File: config.mk
export PLATFORM = sky130hd
export DESIGN_NAME = instr_fetch_ctrl
export DESIGN_NICKNAME = d
export VERILOG_FILES = /design/src/rtl/instr_fetch_ctrl.sv
export SDC_FILE = /design/constraint.sdc
export NUM_CORES = 1
export LEC_CHECK = 0
export ABC_AREA = 1
export BUFFER_PORTS_ARGS = -buffer_cell sky130_fd_sc_hd__buf_4
export CAP_MARGIN = 20
export CORE_UTILIZATION = 47
export CTS_BUF_LIST = sky130_fd_sc_hd__clkbuf_2 sky130_fd_sc_hd__clkbuf_4 sky130_fd_sc_hd__clkbuf_8
export DETAILED_ROUTE_END_ITERATION = 16
export GPL_ROUTABILITY_DRIVEN = 0
export PLACE_DENSITY_LB_ADDON = 0.3
export SYNTH_ARGS = -nofsm -noshare
export SYNTH_HDL_FRONTEND = slang
export SYNTH_SLANG_ARGS = --single-unit
File: constraint.sdc
create_clock -name clk -period 2.8 [get_ports clk]
set_input_delay 0.84 -clock clk [delete_from_list [all_inputs] [get_ports clk]]
set_output_delay 0.84 -clock clk [all_outputs]
set_load 0.01 [all_outputs]
File: src/rtl/instr_fetch_ctrl.sv
// ---------------------------------------------------------------------------
// instr_fetch_ctrl
// Arbitrates a single-port, byte-wide, synchronous-read instruction memory
// between the boot loader (byte writes) and the core fetch path (32-bit
// big-endian instruction reads assembled from four consecutive bytes).
//
// Ports
//   clk, rst            : clock (rising edge), synchronous active-low reset
//   fetch_req, PC       : fetch request and its byte address (held until valid)
//   instrCode           : assembled instruction, held until the next fetch ends
//   instr_valid         : one-cycle pulse, instrCode is new
//   fetch_fault         : qualifies instr_valid, PC misaligned / out of range
//   fetch_busy          : memory owned by a fetch or a loader write
//   ld_wr_en/addr/data  : loader byte write request (held until ld_ack)
//   ld_ack              : one-cycle pulse, the write was performed
//   mem_addr/re/we/wdata: memory command (all registered)
//   mem_rdata           : memory read byte, valid the cycle after mem_re
// ---------------------------------------------------------------------------
module instr_fetch_ctrl #(
    parameter int unsigned ADDR_W    = 10,
    parameter logic [31:0] NOP_INSTR = 32'h0000_0013
) (
    input  logic              clk,
    input  logic              rst,
    input  logic              fetch_req,
    input  logic [31:0]       PC,
    output logic [31:0]       instrCode,
    output logic              instr_valid,
    output logic              fetch_fault,
    output logic              fetch_busy,
    input  logic              ld_wr_en,
    input  logic [ADDR_W-1:0] ld_addr,
    input  logic [7:0]        ld_data,
    output logic              ld_ack,
    output logic [ADDR_W-1:0] mem_addr,
    output logic              mem_re,
    output logic              mem_we,
    output logic [7:0]        mem_wdata,
    input  logic [7:0]        mem_rdata
);

    typedef enum logic [2:0] {
        S_IDLE  = 3'd0,
        S_LOAD  = 3'd1,
        S_RD    = 3'd2,
        S_DRAIN = 3'd3,
        S_DONE  = 3'd4
    } state_e;

    state_e              state_q, state_d;
    logic [1:0]          cnt_q, cnt_d;
    logic [ADDR_W-1:0]   pc_lat_q, pc_lat_d;
    logic [31:0]         shadow_q, shadow_d;
    logic [31:0]         instr_q, instr_d;
    logic                valid_q, valid_d;
    logic                fault_q, fault_d;
    logic                busy_q, busy_d;
    logic                ack_q, ack_d;
    logic [ADDR_W-1:0]   maddr_q, maddr_d;
    logic                re_q, re_d;
    logic                we_q, we_d;
    logic [7:0]          wdata_q, wdata_d;
    logic                pc_bad_c;

    // Misaligned or beyond the memory depth: such a PC never touches memory
    assign pc_bad_c = (PC[1:0] != 2'b00) || ((PC >> ADDR_W) != 32'd0);

    // State and output registers
    always_ff @(posedge clk) begin
        if (!rst) begin
            state_q  <= S_IDLE;
            cnt_q    <= 2'd0;
            pc_lat_q <= '0;
            shadow_q <= '0;
            instr_q  <= NOP_INSTR;
            valid_q  <= 1'b0;
            fault_q  <= 1'b0;
            busy_q   <= 1'b0;
            ack_q    <= 1'b0;
            maddr_q  <= '0;
            re_q     <= 1'b0;
            we_q     <= 1'b0;
            wdata_q  <= 8'd0;
        end else begin
            state_q  <= state_d;
            cnt_q    <= cnt_d;
            pc_lat_q <= pc_lat_d;
            shadow_q <= shadow_d;
            instr_q  <= instr_d;
            valid_q  <= valid_d;
            fault_q  <= fault_d;
            busy_q   <= busy_d;
            ack_q    <= ack_d;
            maddr_q  <= maddr_d;
            re_q     <= re_d;
            we_q     <= we_d;
            wdata_q  <= wdata_d;
        end
    end

    // Next state: requests are only arbitrated in IDLE/DONE, loader first
    always_comb begin
        state_d  = state_q;
        cnt_d    = cnt_q;
        pc_lat_d = pc_lat_q;
        unique case (state_q)
            S_IDLE, S_DONE: begin
                if (ld_wr_en) begin
                    state_d = S_LOAD;
                end else if (fetch_req && !pc_bad_c) begin
                    state_d  = S_RD;
                    cnt_d    = 2'd0;
                    pc_lat_d = PC[ADDR_W-1:0];
                end else if (fetch_req) begin
                    state_d = S_DONE;
                end else begin
                    state_d = S_IDLE;
                end
            end
            S_LOAD:  state_d = S_IDLE;
            S_RD: begin
                if (cnt_q == 2'd3) state_d = S_DRAIN;
                else               cnt_d   = cnt_q + 2'd1;
            end
            S_DRAIN: state_d = S_DONE;
            default: state_d = S_IDLE;
        endcase
    end

    // Outputs are computed from the next state so they register in step with it
    always_comb begin
        shadow_d = shadow_q;
        instr_d  = instr_q;
        valid_d  = 1'b0;
        fault_d  = 1'b0;
        busy_d   = 1'b0;
        ack_d    = 1'b0;
        maddr_d  = maddr_q;
        re_d     = 1'b0;
        we_d     = 1'b0;
        wdata_d  = wdata_q;

        // Read data lags the strobe by one cycle: byte k lands while cnt_q == k+1
        if (state_q == S_RD) begin
            unique case (cnt_q)
                2'd1:    shadow_d[31:24] = mem_rdata;
                2'd2:    shadow_d[23:16] = mem_rdata;
                2'd3:    shadow_d[15:8]  = mem_rdata;
                default: ;
            endcase
        end else if (state_q == S_DRAIN) begin
            shadow_d[7:0] = mem_rdata;
        end

        unique case (state_d)
            S_LOAD: begin
                busy_d  = 1'b1;
                we_d    = 1'b1;
                ack_d   = 1'b1;
                maddr_d = ld_addr;
                wdata_d = ld_data;
            end
            S_RD: begin
                busy_d  = 1'b1;
                re_d    = 1'b1;
                maddr_d = pc_lat_d + ADDR_W'(cnt_d);
            end
            S_DRAIN: busy_d = 1'b1;
            S_DONE: begin
                valid_d = 1'b1;
                // Only a DRAIN predecessor means real data; otherwise it was a bad PC
                if (state_q == S_DRAIN) begin
                    instr_d = {shadow_q[31:8], mem_rdata};
                end else begin
                    instr_d = NOP_INSTR;
                    fault_d = 1'b1;
                end
            end
            default: ;
        endcase
    end

    assign instrCode   = instr_q;
    assign instr_valid = valid_q;
    assign fetch_fault = fault_q;
    assign fetch_busy  = busy_q;
    assign ld_ack      = ack_q;
    assign mem_addr    = maddr_q;
    assign mem_re      = re_q;
    assign mem_we      = we_q;
    assign mem_wdata   = wdata_q;

endmodule
==> impl_metrics.tcl <==
set metrics [dict create \
    max_slew_margin_pct 61.8 \
    endpoint_kind "flip-flop" \
    vias 3601 \
    fin_crit_sh_pct 88.2 \
    yosys-top-cells-area "dfxtp_1 50%, nand2_1 11%, nor2_1 9.6%" \
    met1_usage_pct 29.0 \
    gr-max-usage-layer "met2" \
    regToRegSetupSlack_ns 0.33 \
    min_period_ns 2.47 \
    floorplan.rows 32 \
    fin_nets 677 \
    clk_latency_ns 0.37 \
    grt_pass1_vias 3556 \
    die_x_microns 91.4 \
    seq_area_sq_um 1880 \
    fill_cells 689 \
    grt_pass1_wl_microns 16000 \
    share_comb_of_total_power_pct 8.8 \
    syn_avg_cell_area_sq_um 7.64 \
    peakVddDrop_v 0.000268 \
    die_height_microns 91.4 \
    cts_made_buffers 9 \
    switching_power_uw 655 \
    hpwlAfterDp_microns 6840 \
    synth_top_flop_cell "dfxtp_1" \
    routed_via_density 5.01 \
    drc 0 \
    yosysTopAreaCell "dfxtp_1" \
    synth_common_cells "109 x nand2_1, 96 x nor2_1, 94 x dfxtp_1" \
    final_util_pct 64.2 \
    crit_fanout 4 \
    switching_share_pct 26.5 \
    post_cts_buffers 0 \
    synth.most_common_cell "nand2_1" \
    diodes 0 \
    start_kind "flip-flop" \
    die_area_sq_um 8360 \
    grt_max_degree 42 \
    finalSetupViolCount 0 \
    synth_area_sq_um 3760 \
    finalWirelength_microns 9500 \
    drtPass1Iterations 4 \
    io_buffers 117 \
    wire_per_inst_microns 13.2 \
    worstPathRequired_ns 3.04 \
    io_pins 118 \
    area_delta_synth_final_pct 32.0 \
    power.share.sequential_pct 55.5 \
    grt_util_met3_pct 5.78 \
    ys_seq_area_share_pct 50.1 \
    initial_core_util_pct 48.6 \
    ctsResizeCount 0 \
    syn-num-nets 557 \
    core_area_sq_um 7730 \
    postRouteAntennaNets 0 \
    maxCapViolations 0 \
    fmax_mhz 405 \
    fin_skew_ns 0.0194 \
    clock_sinks 94 \
    synth_top_cell_area_share_pct 50.1 \
    htree_levels 3 \
    drt_first_iter_violations 158 \
    clk_path_buf_depth 2 \
    grt_setup_unrepaired "false" \
    cts_tree "built" \
    hold_class "reg2reg" \
    clock_power_share_pct 35.7 \
    critical_path_class "reg2reg" \
    pre_cts_slack_ns -0.0620 \
    powerDensity_nw_per_um2 499 \
    worstMarginPinSlew_ns 0.572 \
    synth_warnings 0 \
    synth_cell_type_count 38 \
    internal_power_mw 1.82 \
    grtUsageMet2_pct 41.6 \
    reg2reg_depth 14 \
    synth_edf_count 0 \
    grt.overflow.total 0 \
    multiInputGateArea_sq_um 1670 \
    grt_usage_pct 23.9 \
    hold_buffers 0 \
    antenna_found_initial 0 \
    synth_seq_cells 94 \
    hold_depth 2 \
    outcome "finished, final reports clean" \
    leakagePower_nw 2.19 \
    syn_inst 492 \
    cp.arrival_ns 2.71 \
    finalMaxSlewViolations 0 \
    hold_viol_final 0 \
    timing.final.ws_setup_ns 0.331 \
    async_reset_ff_share_pct 0 \
    root_buffer "clkbuf_8" \
    drive_above_1_share_pct 29.5 \
    clkTransAtPathRegs_ns 0.10 \
]
[kinds of logic (layout without fill, tap and decap cells)]
| logic type | after synthesis | count (layout) | synth area share (%) |
|---|---|---|---|
| AND/OR/NAND/NOR | 245 | 245 | 28.7 |
| flip-flops | 94 | 94 | 50.1 |
| adder cells (fa/ha/maj) | 3 | 3 | 1.20 |
| AO/OA/AOI/OAI | 100 | 100 | 14.2 |
| buffers and inverters | 49 | 174 | 5.59 |
| XOR/XNOR | 1 | 1 | 0.233 |
[registers in the layout, summed over array words and instances (netlist names), 2 cells and up]
register	count
instrCode	32
mem_wdata	8
state_q	3
mem_addr	10
shadow_q	24
pc_lat_q	10
cnt_q	2
[final timing paths]
path            endpoint   startpoint
max          mem_addr[8]   state_q[0]
min          pc_lat_q[1]  pc_lat_q[1]
max reg2reg  mem_addr[8]   state_q[0]
min reg2reg  pc_lat_q[1]  pc_lat_q[1]
[power groups by stage]
stage / clock, mW / sequential (mW) / combinational [mW]
after floorplan: 0 / 1.41 / 0.0768
after global placement: 0 / 1.40 / 0.213
after detailed placement: 0 / 1.40 / 0.218
after CTS: 0.904 / 1.37 / 0.218
after global routing: 0.961 / 1.38 / 0.237
final: 0.885 / 1.37 / 0.217
[per-stage QoR]
| stage | cells | setup TNS (ns) | power (mW) | cell area [sq um] | hold WS, ns |
|---|---|---|---|---|---|
| final | 719 | 0 | 2.48 | 4960 | 0.453 |
| after global routing | 719 | 0 | 2.57 | 4960 | 0.482 |
| after CTS | 719 | 0 | 2.50 | 4960 | 0.459 |
| after detailed placement | 703 | -0.0831 | 1.62 | 4760 | 0.445 |
| after global placement | 703 | 0 | 1.62 | 4760 | 0.438 |
| after floorplan | 492 | 0 | 1.49 | 3760 | 0.423 |
[cell type report]
| type | count | area share, % |
|---|---|---|
| Timing Repair Buffer | 130 | 19.7 |
| Clock inverter | 7 | 1.49 |
| Multi-Input combinational cell | 349 | 33.7 |
| Inverter | 28 | 2.17 |
| Sequential cell | 94 | 37.9 |
| Tap cell | 102 | 2.57 |
| Clock buffer | 9 | 2.50 |
[metal layers]
metal | vias up | part of all wire (%)
met5 | - | 0
met4 | 0 | 1.5
met3 | 14 | 6.5
met2 | 123 | 48
met1 | 1647 | 44
li1 | 1817 | -
[placed cells by master (no fill, tap or decap), types with 2 or more instances in the layout]
master / n
a21oi_1: 40
a31oi_1: 2
buf_4: 130
clkbuf_8: 9
clkinv_4: 2
dfxtp_1: 94
ha_1: 2
inv_1: 17
inv_2: 9
inv_6: 2
inv_8: 2
nand2_1: 109
nand2_2: 5
nand2_4: 2
nand3_1: 10
nand3_2: 2
nand4_1: 2
nor2_1: 96
nor2_2: 5
nor2_4: 4
nor3_1: 4
o21ai_0: 44
o21ai_1: 5
o22ai_1: 3
[worst max-delay path, cell delays in order, from the launching register on]
cell      delay [ns]
dfxtp_1         0.35
nor3_4          0.28
nand2_1         0.15
nor2_1          0.16
clkinv_1        0.10
o21ai_0         0.13
nor2_1          0.07
ha_1            0.23
fa_1            0.40
nand2_2         0.13
nor2_4          0.05
nand3_1         0.07
nand2_1         0.05
o21ai_1         0.11
a21oi_1         0.07
(Power assumes the default switching activity.)
